## src/rtl/sdf_pkg.sv

```systemverilog
// Shared types for the SDF FFT front-end sequencer: FSM states, the per-slot tag
// carried alongside the pipeline latency, and the frame-index width helper.
package sdf_pkg;

    typedef enum logic [1:0] {
        IDLE,
        RUN,
        FLUSH,
        DRAIN
    } state_t;

    typedef struct packed {
        logic is_real;
        logic first;
    } tag_t;

    function automatic int logn(input int n);
        return $clog2(n);
    endfunction

endpackage

```

## src/rtl/tag_delay.sv

```systemverilog
// Fixed-latency shift register for slot tags, so that out_valid/out_first line up
// with the FFT output of the sample they were issued with.
module tag_delay
    import sdf_pkg::*;
#(
    parameter int DEPTH = 68
) (
    input  logic clk,
    input  logic rst,
    input  tag_t d,
    output tag_t q
);

    tag_t stages [DEPTH];

    // NOTE: every stage is cleared on reset so an aborted frame can never surface as out_valid.
    always_ff @(posedge clk or posedge rst) begin
        if (rst) begin
            for (int i = 0; i < DEPTH; i++) stages[i] <= '0;
        end else begin
            stages[0] <= d;
            for (int i = 1; i < DEPTH; i++) stages[i] <= stages[i-1];
        end
    end

    assign q = stages[DEPTH-1];

endmodule

```

## src/rtl/sdf_stream_ctrl.sv

```systemverilog
// Turns a valid/ready sample stream into gap-free N-sample frames for sdf4, with
// zero padding, N-sample flush, and latency-aligned out_valid/out_first tags.
// Optional SDF_CTRL_STATS_EN adds frame_count and underrun_count outputs.
module sdf_stream_ctrl
    import sdf_pkg::*;
#(
    parameter int N     = 64,
    parameter int WIDTH = 8,
    parameter int LAT   = 68,
    localparam int LOGN = logn(N)
) (
    input  logic             clk,
    input  logic             rst,
    input  logic             in_valid,
    output logic             in_ready,
    input  logic [WIDTH-1:0] in_re,
    input  logic [WIDTH-1:0] in_im,
    input  logic             clr_err,
    output logic             sdf_enable,
    output logic [WIDTH-1:0] sdf_re,
    output logic [WIDTH-1:0] sdf_im,
    output logic [LOGN-1:0]  smp_idx,
    output logic             out_valid,
    output logic             out_first,
    output logic             busy,
    output logic             underrun
`ifdef SDF_CTRL_STATS_EN
    ,
    output logic [15:0]      frame_count,
    output logic [15:0]      underrun_count
`endif
);

    localparam int CW = $clog2(LAT + 2);
    localparam logic [LOGN-1:0] LAST_IDX = LOGN'(N - 1);

    state_t        state;
    tag_t          tag_q;
    tag_t          tag_out;
    logic [CW-1:0] inflight;
    logic [CW-1:0] inflight_next;
    logic          accept;
    logic          last_slot;
    logic          gap_pad;

    // in_ready is forced low while rst is held, not just after the first edge.
    assign in_ready  = !rst && (state == IDLE || state == RUN);
    assign busy      = (state != IDLE);
    assign accept    = in_valid && in_ready;
    assign last_slot = (smp_idx == LAST_IDX);
    assign gap_pad   = (state == RUN) && !in_valid && !last_slot;

    assign inflight_next = inflight + CW'(accept) - CW'(tag_out.is_real);

    always_ff @(posedge clk or posedge rst) begin
        if (rst) begin
            state      <= IDLE;
            sdf_enable <= 1'b0;
            sdf_re     <= '0;
            sdf_im     <= '0;
            smp_idx    <= '0;
            tag_q      <= '0;
            underrun   <= 1'b0;
            inflight   <= '0;
        end else begin
            inflight <= inflight_next;
            underrun <= gap_pad || (underrun && !clr_err);
            case (state)
                IDLE: begin
                    smp_idx <= '0;
                    if (accept) begin
                        state      <= RUN;
                        sdf_enable <= 1'b1;
                        sdf_re     <= in_re;
                        sdf_im     <= in_im;
                        tag_q      <= '{is_real: 1'b1, first: 1'b1};
                    end else begin
                        sdf_enable <= 1'b0;
                        sdf_re     <= '0;
                        sdf_im     <= '0;
                        tag_q      <= '0;
                    end
                end
                RUN: begin
                    // A missing sample on the last slot ends the stream instead of padding.
                    smp_idx <= smp_idx + 1'b1;
                    sdf_re  <= in_valid ? in_re : '0;
                    sdf_im  <= in_valid ? in_im : '0;
                    tag_q   <= '{is_real: in_valid, first: in_valid && last_slot};
                    if (!in_valid && last_slot) state <= FLUSH;
                end
                FLUSH: begin
                    sdf_re <= '0;
                    sdf_im <= '0;
                    tag_q  <= '0;
                    if (last_slot) begin
                        state      <= DRAIN;
                        sdf_enable <= 1'b0;
                        smp_idx    <= '0;
                    end else begin
                        smp_idx <= smp_idx + 1'b1;
                    end
                end
                DRAIN: begin
                    if (inflight_next == '0) state <= IDLE;
                end
                default: state <= IDLE;
            endcase
        end
    end

    tag_delay #(.DEPTH(LAT)) u_tag_delay (
        .clk (clk),
        .rst (rst),
        .d   (tag_q),
        .q   (tag_out)
    );

    assign out_valid = tag_out.is_real;
    assign out_first = tag_out.first;

`ifdef SDF_CTRL_STATS_EN
    always_ff @(posedge clk or posedge rst) begin
        if (rst) begin
            frame_count    <= '0;
            underrun_count <= '0;
        end else begin
            if (tag_out.first) frame_count <= frame_count + 16'd1;
            if (gap_pad && underrun_count != 16'hFFFF) underrun_count <= underrun_count + 16'd1;
        end
    end
`endif

endmodule

```

## config.mk

```make
export PLATFORM = sky130hd
export DESIGN_NAME = sdf_stream_ctrl
export DESIGN_NICKNAME = d
export VERILOG_FILES = /design/src/rtl/sdf_pkg.sv /design/src/rtl/tag_delay.sv /design/src/rtl/sdf_stream_ctrl.sv
export SDC_FILE = /design/constraint.sdc
export NUM_CORES = 1
export LEC_CHECK = 0
export BUFFER_PORTS_ARGS = -buffer_cell sky130_fd_sc_hd__buf_2
export CAP_MARGIN = 30
export CORE_UTILIZATION = 47
export DETAILED_ROUTE_END_ITERATION = 10
export MAX_ROUTING_LAYER = met4
export PLACE_DENSITY = 0.67
export SKIP_LAST_GASP = 1
export SLEW_MARGIN = 20
export SYNTH_ARGS = -nofsm -noshare
export SYNTH_HDL_FRONTEND = slang
export SYNTH_SLANG_ARGS = --single-unit
```

## constraint.sdc

```tcl
create_clock -name clk -period 6.82 [get_ports clk]
set_input_delay 2.046 -clock clk [delete_from_list [all_inputs] [get_ports clk]]
set_output_delay 2.046 -clock clk [all_outputs]
set_load 0.005 [all_outputs]
```

# Word level (Yosys, flattened, before mapping)
# Index checks and enable logic that the tools add are counted.
[op_classes]
n_addsub = 3
n_eq_ne = 8
muxes = 18
n_reduce_logical = 20
[ops]
columns = ["op", "n"]
rows = [
  ["$pmux 8 s3", 2],
  ["$mux 8", 4],
  ["$pmux 6 s3", 1],
  ["$mux 2", 5],
  ["$pmux 2 s4", 1],
  ["$add 7x1->7", 1],
  ["$logic_and 1x1->1", 7],
  ["$logic_not 7->1", 1],
  ["$sub 7x1->7", 1],
  ["$add 6x1->6 const B", 1],
  ["$eq 6x6->1 const B", 1],
  ["$mux 6", 1],
  ["$ne 2x2->1 const B", 3],
  ["$pmux 2 s3", 1],
  ["$eq 2x2->1 const B", 2],
  ["$logic_not 1->1", 4],
  ["$reduce_and 4->1", 1],
  ["$reduce_bool 2->1", 2],
  ["$reduce_bool 3->1", 1],
  ["$eq 2x1->1 const B", 1],
  ["$logic_not 2->1", 1],
  ["$logic_or 1x1->1", 2],
  ["$mux 1", 2],
  ["$ne 2x1->1 const B", 1],
  ["2 further kinds", 2],
]
[totals]
ff_bits = 171
input_bits = 20
elab_cells = 194

# Longest topological paths before layout
# Gate-level depths: netlist (run 1).
[logic_depth]
word_depth = 9
mapped_depth = 16
ltp_nobuf = 16

# By module
# Synthesis (run 1) repeated with hierarchy kept, for this count alone.
[unflattened]
cells_unflattened = 315
area_unflattened_um2 = 5280.1
[modules_own_cells]
columns = ["mod", "n_inst", "cells_per_inst", "area_per_inst_um2", "seq_area_each_um2"]
rows = [
  ["tag_delay", 1, 139, 3422.0, 3403.3],
  ["sdf_stream_ctrl", 1, 176, 1858.0, 875.8],
]

# Worst setup path after synthesis (run 1)
# Ideal clock, no wire load.
[synth_timing]
path_type = "in2reg"
start = "in rst"
end = "reg state[0]"
t_arrival_ns = 6.622
required_ns = 6.756
slack_ns = 0.134
path_stages = 6
path_buffers = 0
path_cell_list = "inv_1 -> a21oi_1 -> nand3b_1 -> or3_1 -> o211ai_1 -> or3_1"
[synth_between]
elab_chain_len = 8
elab_cells_between_ends = 9
cone_classes = "2 x add/sub; 2 x eq/ne; 5 x reduce/logical"
[synth_lines]
columns = ["element", "line", "source"]
rows = [
  ["start, declared", "sdf_stream_ctrl.sv:13", "input logic rst,"],
  ["$logic_not 1->1 (no source line) (*)", "-", ""],
  ["$logic_and 1x1->1 (*)", "sdf_stream_ctrl.sv:47", "assign in_ready = !rst && (state == IDLE || state == RUN);"],
  ["$logic_and 1x1->1 (*)", "sdf_stream_ctrl.sv:49", "assign accept = in_valid && in_ready;"],
  ["$add 7x1->7", "sdf_stream_ctrl.sv:53", "assign inflight_next = inflight + CW'(accept) - CW'(tag_out.is_real);"],
  ["$sub 7x1->7", "sdf_stream_ctrl.sv:53", ""],
  ["$logic_not 7->1", "sdf_stream_ctrl.sv:105", "if (inflight_next == '0) state <= IDLE;"],
  ["$ne 2x2->1 (no source line)", "-", ""],
  ["$reduce_and 4->1 (no source line) (*)", "-", ""],
  ["end signal, assigned", "sdf_stream_ctrl.sv:57", "state <= IDLE;"],
  ["end signal, assigned", "sdf_stream_ctrl.sv:105", ""],
  ["end signal, assigned", "sdf_stream_ctrl.sv:107", "default: state <= IDLE;"],
  ["end, declared", "sdf_stream_ctrl.sv:37", "state_t state;"],
]
# Mark *: on every way between the ends. The rest lies on a longest branch, timed or not.
# A chain may end at the register's enable or synchronous reset.

# Worst setup path in the final report (run 1)
[layout_timing]
start = "in rst"
end = "out in_ready"
[layout_between]
elab_chain_len = 2
[layout_lines]
columns = ["element", "line", "source"]
rows = [
  ["$logic_not 1->1 (no source line)", "-", ""],
  ["$logic_and 1x1->1", "sdf_stream_ctrl.sv:47", ""],
  ["end, declared", "sdf_stream_ctrl.sv:15", "output logic in_ready,"],
]
# No other way between the ends.

==> run metrics, run 1 <==
die area=11600 µm²; leakage=3.37 nW; Slew Limit Fails=0; Synth Net Count=346; Iter 0 DRT Violations=102; top-area cell type share of the netlist area=81.6%; cell depth of the worst min-delay path=0; clk_lat worst skew=0.52 ns; WP buf/inv=2; Slew Limit Headroom=65.6%; Required @ worst endpoint=4.77 ns; Post-Syn Area=5240 µm²; Tcrit/Tclk final=67.0%; vias in the first global route=2631; Startpoint Class=input port; most frequent cells in the layout=171 x dfrtp_1, 47 x buf_2, 18 x inv_1, 17 x a22o_1, 16 x clkbuf_16; Reg2Reg Depth=16; WS Path Type=input port to output port; final setup fails=0; Post-Syn Instances=312; Buffers on Ports=47; CTS clk-pin slew, worst paths=0.06 ns; max frequency=219 MHz; routed vias=2591; Die W=108 µm; postcts setup bufs=0; DR vias/cell=4.87; Worst Skew=0.00854 ns; R2R Path Start=state[0]$_DFFE_PP0P_; Top delay family on crit path=buffers and inverters; pin count of the biggest net entering global routing=104; synth warn=0; post-synthesis register bit count=171; CP dominant cell by count=buf_2; gpl congestion=0.782; clock sink count=171; drt drc=0; CP Cell Sequence=buf_2 -> a21oi_1 -> buf_2; gr usage total=15.9%; # IOs=48; Yosys top cell by area=dfrtp_1; area delta synth->final=20.8%; Netlist cell types=41; Critical Path End Type=output port; fill cell count=823; sequential fraction of the synthesis area=81.6%; Post-synth EDFFs=0; core area=10800 µm²; ys flop type=dfrtp_1; Worst R2R End=state[0]$_DFFE_PP0P_; CTS buffer count=17; first-pass GRT wire length=13.2 mm; Setup TNS=0 ns; syn_area_per_cell=16.8 µm²; Post-CTS Hold Buffers=0; Reg area=4280 µm²; top post-synthesis cells by area=dfrtp_1 82%, ha_1 3.1%, a22o_1 2.8%; Max-Cap Viols=0; Worst Path Max Fanout=3; CTS resizes=0; Least-Margin Pin Slew=0.513 ns; Congestion Overflow GR=0; die height=108 µm; combined area of the multi-input logic cells=877 µm²; routed len/inst=15.2 µm; most common cell after layout, fill and taps aside=dfrtp_1; CP max stage delay=0.19 ns; Final HPWL DP=4.46 mm; Worst Hold Class=register to register; async set-reset flop share out of synthesis=100%; antenna viol nets, final=0; Starting Density=48.4%; H-tree levels=4; n_diodes=0; total chip power=0.00202 W; Slowest-stage cell, CP=a21oi_1; drt pass-1 iters=4; shortest period the worst path allows=4.57 ns; Final Hold Viols=0; final wirelength=8.07 mm; final net count=413; RSZ-0062 raised after global routing=false; reg2reg setup slack=3.31 ns; maximum vdd drop=187 µV; fraction of layout cells with a size suffix above 1=23.5%; hold path start=u_tag_delay.stages[85]$_DFF_PP0_; clk buf depth=2; pwr dens=319 nW/µm²; CTS tree=yes; Worst Path Arrival=2.52 ns; Hold EP=u_tag_delay.stages[83]$_DFF_PP0_; row cnt=38; Root Buffer=clkbuf_8; initial antenna violation count=0; status=finished clean
[worst reg2reg max path: stages, from the launching register on]
cell and delay (ns):
dfrtp_1 0.44, inv_1 0.13, ha_1 0.21, inv_1 0.08
a21oi_1 0.22, nand2_1 0.11, ha_1 0.28, inv_1 0.06
ha_1 0.17, inv_1 0.06, fa_1 0.39, nand2b_1 0.18
a21oi_1 0.15, xor2_1 0.11, nor4b_2 0.36, nor2_1 0.10
or3_1 0.35
[cell usage after synthesis (2+ instances only)]
cell type	instances
nor2b_1	3
inv_1	19
a21oi_1	4
ha_1	13
nand2_1	7
o32ai_1	2
and3_1	2
o22ai_1	2
o31ai_1	3
xor2_1	3
a21o_1	3
nor2_1	13
dfrtp_1	171
a31oi_1	2
nand3_1	4
a22o_1	17
nor3_1	2
nand2b_1	3
or3_1	3
o21ai_0	11
clkbuf_1	3
nor3b_1	2
mux2i_1	2
[routing by layer]
layer	track usage, %	vias up	routed length (µm)
li1	-	1192	-
met1	21.9	1320	4040
met2	21.4	66	3490
met3	6.17	13	421
met4	5.87	0	114
met5	-	-	0
[through the flow]
stage	cell area [µm²]	setup WS [ns]	hold slack, ns	util (%)	instances
2_1_floorplan	5240	0.105	0.331	-	312
3_3_place_gp	5660	2.09	0.333	52.2	497
3_5_place_dp	5670	2.01	0.335	52.3	498
4_1_cts	6280	2.25	0.343	57.9	530
5_1_grt	6330	2.21	0.352	58.4	532
6_report	6330	2.25	0.342	58.4	532
[how the worst max path moves through the flow]
stage | from | to | slack [ns] | cells past startpoint
floorplan | rst | inflight[0]$_DFF_PP0_ | 0.10 | 1
global placement | rst | state[0]$_DFFE_PP0P_ | 2.09 | 14
detailed placement | rst | state[0]$_DFFE_PP0P_ | 2.01 | 14
CTS | rst | in_ready | 2.25 | 3
global route | rst | in_ready | 2.21 | 3
finish | rst | in_ready | 2.25 | 3
[registers in the layout (all words and copies together) (netlist names)]
| signal | flops |
|---|---|
| u_tag_delay.stages | 134 |
| sdf_im | 8 |
| sdf_re | 8 |
| inflight | 7 |
| smp_idx | 6 |
| state | 2 |
| tag_q | 2 |
| u_tag_delay.q | 2 |
| sdf_enable | 1 |
| underrun | 1 |
[logic make-up after synthesis]
logic type | synth area share [%]
AO/OA/AOI/OAI | 7.37
XOR/XNOR | 0.668
adder cells (fa/ha/maj) | 3.48
buffers and inverters | 1.67
flip-flops | 81.6
multiplexers | 0.382
AND/OR/NAND/NOR | 4.82
[power breakdown]
| part | internal [W] | leakage (nW) | switching [W] |
|---|---|---|---|
| Combinational | 0.00000795 | 0.714 | 0.0000213 |
| Sequential | 0.00101 | 2.35 | 0.0000000884 |
| Clock | 0.000577 | 0.302 | 0.000400 |
| Total | 0.00160 | 3.37 | 0.000421 |
[area by class of cell]
| cell class | count | share of cell area (%) |
|---|---|---|
| Timing Repair Buffer | 52 | 4.94 |
| Tap cell | 140 | 2.77 |
| Inverter | 19 | 1.21 |
| Multi-Input combinational cell | 118 | 13.8 |
| Sequential cell | 171 | 67.6 |
| Clock buffer | 18 | 6.76 |
| Clock inverter | 14 | 2.92 |
Power figures use the tool's default switching activity.
==> run 2, diff against run 1 <==
--- a/config.mk
+++ b/config.mk
@@ -10,7 +10,7 @@
 export CORE_UTILIZATION = 47
 export DETAILED_ROUTE_END_ITERATION = 10
 export MAX_ROUTING_LAYER = met4
-export PLACE_DENSITY = 0.67
+export PLACE_DENSITY = 0.64
 export SKIP_LAST_GASP = 1
 export SLEW_MARGIN = 20
 export SYNTH_ARGS = -nofsm -noshare
==> constraint.sdc (replaced) <==
create_clock -name clk -period 4.8 [get_ports clk]
set_input_delay 1.44 -clock clk [delete_from_list [all_inputs] [get_ports clk]]
set_output_delay 1.44 -clock clk [all_outputs]
set_load 0.005 [all_outputs]
==> run 2 against run 1 <==
- first-iteration DRC count shrank 2.0%
- hold slack gained 0.0017 ns
- sequential share of layout area grew 0.93 points
- die area is the same
- via count shrank 0.96%
- sequential power grew 43%
- final area shrank 1.4%
- highest routed layer unchanged
==> run metrics, run 2 (synthesis gave the netlist of run 1 again) <==
DR vias/cell=4.84; fill cell count=839; status=finished clean; most frequent cells in the layout=171 x dfrtp_1, 47 x buf_2, 18 x inv_1, 17 x a22o_1, 16 x clkbuf_16; Worst Skew=0.00582 ns; die area=11600 µm²; routed len/inst=14.4 µm; CTS resizes=0; CP max stage delay=0.40 ns; pwr dens=442 nW/µm²; core area=10800 µm²; Top reg by flops=u_tag_delay.stages; pin count of the biggest net entering global routing=173; Worst Path Arrival=4.10 ns; Root Buffer=clkbuf_8; Worst Hold Class=register to register; Worst Path Max Fanout=4; Net Sw Frac=21.5%; Seq pwr share=52.2%; gr usage total=15.8%; WS Path Type=input port to register; power share of the clock group=46.4%; cell depth of the worst min-delay path=0; fraction of layout cells with a size suffix above 1=22.8%; CTS clk-pin slew, worst paths=0.06 ns; drt drc=0; initial antenna violation count=0; max reg flops=134; setup ws final=1.09 ns; final setup fails=0; postcts setup bufs=0; Buffers on Ports=47; final wirelength=7.61 mm; CP Cell Sequence=buf_2 -> a21oi_1 -> nand2_1 -> ha_1 -> inv_1 -> ha_1 -> inv_1 -> fa_1 -> nand2b_1 -> a21oi_1 -> xor2_1 -> nor4b_2 -> nor2_1 -> or3_1; switching power=0.000594 W; row cnt=38; Reg2Reg Depth=16; Required @ worst endpoint=5.19 ns; # IOs=48; Final Hold Viols=0; most common cell after layout, fill and taps aside=dfrtp_1; Die W=108 µm; biggest regs=u_tag_delay.stages x134, sdf_im x8, sdf_re x8; drt pass-1 iters=4; Slowest-stage cell, CP=fa_1; Least-Margin Pin Slew=0.835 ns; antenna viol nets, final=0; leakage=3.32 nW; Tcrit/Tclk final=77.4%; Startpoint Class=input port; maximum vdd drop=285 µV; final instance area=6250 µm²; Iter 0 DRT Violations=100; Placement Cell Area=5680 µm²; die height=108 µm; routed vias=2566; Starting Density=48.4%; Congestion Overflow GR=0; H-tree levels=4; n_diodes=0; shortest period the worst path allows=3.71 ns; final net count=411; clock sink count=171; Int Pwr=0.00217 W; max frequency=269 MHz; CTS tree=yes; RSZ-0062 raised after global routing=false; Critical Path End Type=register; Post-CTS Hold Buffers=0; vias in the first global route=2678; Comb power frac=1.3%; Max-Cap Viols=0; gpl congestion=0.811; CTS buffer count=17; clk buf depth=2; Slew Limit Fails=0; Slew Limit Headroom=44.3%; area delta synth->final=19.1%; dpl ws=0.555 ns; clk_lat worst skew=0.51 ns; Final HPWL DP=4.26 mm; first-pass GRT wire length=13.1 mm
[run 2: cell types whose count changed in the layout (fill, tap and decap cells not counted), moves of 2 or more]
cell	before	now
clkinv_4	6	3
buf_16	2	0
buf_4	3	1
bufinv_16	3	1
clkinvlp_4	0	2
[run 2: through the flow]
step | hold WS [ns] | TNS [ns] | util (%) | instances | power (W)
finish | 0.344 | 0 | 57.6 | 530 | 0.00276
floorplan | 0.331 | -0.514 | - | 312 | 0.00149
global route | 0.344 | 0 | 57.6 | 530 | 0.00287
CTS | 0.349 | 0 | 57.6 | 530 | 0.00280
detailed placement | 0.335 | 0 | 52.4 | 498 | 0.00151
global placement | 0.333 | 0 | 52.2 | 496 | 0.00151
[run 2: metal layers]
metal / part of all wire (%) / GRT usage (%) / vias to the layer above
met4: 1.0 / 5.58 / 0
met5: 0 / - / -
li1: - / - / 1188
met2: 44 / 22.1 / 60
met3: 4.1 / 5.57 / 9
met1: 51 / 21.5 / 1309
[run 2: area by class of cell]
class	count	area, µm²	area share, %
flip-flops and latches	171	4280	68.5
multi-input cells	118	877	14.0
repair buffers	50	278	4.45
well taps	140	175	2.80
clock buffers	19	432	6.91
clock inverters	13	131	2.10
inverters	19	75.1	1.20
[run 2: power groups by stage]
stage / registers [W] / clock network, W / logic [W]
after floorplan: 0.00147 / 0 / 0.0000219
after global placement: 0.00147 / 0 / 0.0000377
after detailed placement: 0.00147 / 0 / 0.0000389
after CTS: 0.00144 / 0.00133 / 0.0000389
after global routing: 0.00144 / 0.00139 / 0.0000435
final: 0.00144 / 0.00128 / 0.0000368
[run 2: path summary, 6_finish.rpt]
kind	start	endpoint	slack (ns)
worst max-delay path	rst	state[0]$_DFFE_PP0P_	1.09
worst min-delay path	u_tag_delay.stages[59]$_DFF_PP0_	u_tag_delay.stages[57]$_DFF_PP0_	0.34
worst max register to register	state[0]$_DFFE_PP0P_	state[0]$_DFFE_PP0P_	1.25
worst min register to register	u_tag_delay.stages[59]$_DFF_PP0_	u_tag_delay.stages[57]$_DFF_PP0_	0.34
max in group asynchronous	rst	u_tag_delay.stages[131]$_DFF_PP0_	2.99
min in group asynchronous	rst	sdf_im[7]$_DFFE_PP0P_	1.24
[run 2: worst max-delay path: cells and delay by family]
family	cells	cell delay, ns
xor gates and xnor gates	1	0.11
and+or+nand+nor	5	1.10
adders and majority gates	3	0.85
AOI/OAI and AO/OA	2	0.36
buffers and inverters	3	0.24
==> run 3, diff against run 2 <==
--- a/config.mk
+++ b/config.mk
@@ -5,6 +5,7 @@
 export SDC_FILE = /design/constraint.sdc
 export NUM_CORES = 1
 export LEC_CHECK = 0
+export ABC_AREA = 1
 export BUFFER_PORTS_ARGS = -buffer_cell sky130_fd_sc_hd__buf_2
 export CAP_MARGIN = 30
 export CORE_UTILIZATION = 47
==> constraint.sdc (replaced) <==
create_clock -name clk -period 3.8 [get_ports clk]
set_input_delay 1.14 -clock clk [delete_from_list [all_inputs] [get_ports clk]]
set_output_delay 1.14 -clock clk [all_outputs]
set_load 0.005 [all_outputs]
==> run 3 against run 2 <==
- via count up 7.2%
- register-to-register slack worse by 0.62 ns
- wire length up 2.3%
- setup slack worse by 0.46 ns
- sequential cell count unchanged
- critical endpoint unchanged
- largest power group unchanged
==> run metrics, run 3 <==
Worst Path Arrival=3.48 ns; Final Hold Viols=0; drt drc=0; antenna viol nets, final=0; async set-reset flop share out of synthesis=100%; CTS resizes=0; routed len/inst=13.1 µm; GRT met2 Usage=21.6%; ys flop type=dfrtp_1; initial antenna violation count=0; GR peak layer=met2; dpl ws=0.259 ns; most common cell after layout, fill and taps aside=dfrtp_1; max reg flops=134; Reg2Reg Depth=20; fraction of layout cells with a size suffix above 1=24.3%; clock sink count=171; CTS clk-pin slew, worst paths=0.06 ns; vias in the first global route=2756; Critical Path End Type=register; die height=109 µm; CTS tree=yes; n_diodes=0; fill cell count=879; gr usage total=15.7%; Required @ worst endpoint=4.11 ns; RSZ-0062 raised after global routing=false; Slowest-stage cell, CP=fa_1; final wirelength=7.78 mm; Iter 0 DRT Violations=164; CP Cell Sequence=inv_1 -> ha_1 -> inv_2 -> a21oi_4 -> nand2_4 -> ha_1 -> inv_1 -> ha_1 -> inv_1 -> fa_1 -> inv_1 -> or2_1 -> nor2_1 -> nand3_1 -> nor2_1 -> nand3_1 -> nand2_1 -> nand2_1 -> nand2_1 -> nand2_1; Buffers on Ports=47; pin count of the biggest net entering global routing=86; Worst Hold Class=register to register; setup ws final=0.629 ns; Top reg by flops=u_tag_delay.stages; area delta synth->final=19.2%; Netlist cell types=30; Final HPWL DP=4.25 mm; dpl cells=560; gpl congestion=0.735; Post-Syn Instances=375; R2R Path Start=state[0]$_DFFE_PP0P_; top post-synthesis cells by area=dfrtp_1 79%, nand2_1 5.6%, ha_1 3.0%; Yosys top cell by area=dfrtp_1; reg2reg setup slack=0.63 ns; Hold EP=u_tag_delay.stages[131]$_DFF_PP0_; hold path start=u_tag_delay.stages[133]$_DFF_PP0_; DR vias/cell=4.64; die area=11900 µm²; Startpoint Class=register; Root Buffer=clkbuf_16; leakage=3.50 nW; final setup fails=0; Worst Skew=0.00678 ns; Die W=109 µm; shortest period the worst path allows=3.17 ns; count leader, synth=dfrtp_1; sequential fraction of the synthesis area=79.2%; clk buf depth=2; first-pass GRT wire length=13.1 mm; Tcrit/Tclk final=83.4%; maximum vdd drop=517 µV; Top delay family on crit path=adder cells; final net count=474; total chip power=0.00506 W; postcts setup bufs=0; Slew Limit Fails=0; post-synthesis register bit count=171; Worst Path Max Fanout=4; status=finished clean; Synth Net Count=409; Starting Density=49.0%; max frequency=315 MHz; biggest regs=u_tag_delay.stages x134, sdf_im x8, sdf_re x8; Worst R2R End=state[0]$_DFFE_PP0P_; H-tree levels=4; Post-Syn Area=5400 µm²; pwr dens=787 nW/µm²; grt met3 use=5.38%; CTS buffer count=17; WP buf/inv=5; drt pass-1 iters=4; top-area cell type share of the netlist area=79.2%; Slew Limit Headroom=68.9%; Final Util=58.4%; syn_area_per_cell=14.4 µm²; Post-synth EDFFs=0; routed vias=2750; Max-Cap Viols=0; Finished Layout Cells=593; Post-CTS Hold Buffers=0; M1 GR Usage=20.5%; cell depth of the worst min-delay path=0; clk_lat worst skew=0.42 ns; most frequent cells in the layout=171 x dfrtp_1, 81 x nand2_1, 47 x buf_2, 28 x inv_1, 18 x nand3_1; core area=11000 µm²; Setup TNS=0 ns; top cells by count, synth=171 x dfrtp_1, 81 x nand2_1, 29 x inv_1, 18 x nand3_1, 13 x ha_1; Least-Margin Pin Slew=0.466 ns; WS Path Type=register to register; Congestion Overflow GR=0; # IOs=48; CP max stage delay=0.48 ns; row cnt=38; synth warn=0
[run 3: cell types whose count changed after synthesis, moves of 4 or more]
cell,before,now
nand3_1,4,18
o21ai_0,11,4
a22o_1,17,0
inv_1,19,29
nand2_1,7,81
nand3_2,0,11
a21oi_1,4,10
nor2_1,13,9
[run 3: logic make-up after synthesis]
| group | after synthesis | synth area share [%] |
|---|---|---|
| flip-flops | 171 | 79.2 |
| AND/OR/NAND/NOR | 130 | 11.8 |
| buffers and inverters | 38 | 3.06 |
| AO/OA/AOI/OAI | 21 | 2.43 |
| adder cells (fa/ha/maj) | 14 | 3.38 |
| XOR/XNOR | 1 | 0.162 |
[run 3: worst max path at each step]
stage,startpoint,to,cells after the start
after floorplan,rst,inflight[0]$_DFF_PP0_,1
after global placement,rst,state[1]$_DFFE_PP0P_,18
after detailed placement,rst,state[0]$_DFFE_PP0P_,18
after CTS,state[0]$_DFFE_PP0P_,state[0]$_DFFE_PP0P_,20
after global routing,state[0]$_DFFE_PP0P_,state[0]$_DFFE_PP0P_,20
final,state[0]$_DFFE_PP0P_,state[0]$_DFFE_PP0P_,20
[run 3: cell type report]
class	instances	area [µm²]	share of cell area, %
clock buffer	18	439	6.82
clock inverter	14	159	2.47
inverter	33	129	2.00
multi-input combinational	166	958	14.9
sequential	171	4280	66.5
tap	140	175	2.72
timing repair buffer	51	298	4.63
[run 3: routing by layer]
layer / wire length (µm) / share of wire, %
met5: 0 / 0
met1: 3960 / 51
met2: 3410 / 44
met3: 293 / 3.8
met4: 127 / 1.6
[run 3: through the flow]
stage / cell area [µm²] / hold WS (ns)
after floorplan: 5410 / 0.331
after global placement: 5820 / 0.335
after detailed placement: 5820 / 0.335
after CTS: 6420 / 0.348
after global routing: 6440 / 0.350
final: 6440 / 0.344
[run 3: power breakdown]
group          leakage, nW  total [W]  internal [W]  switching, W
logic                0.884    0.00105      0.000379      0.000668
registers             2.33    0.00231       0.00216      0.000146
clock network        0.287    0.00171      0.000999      0.000710
total                 3.50    0.00506       0.00354       0.00152
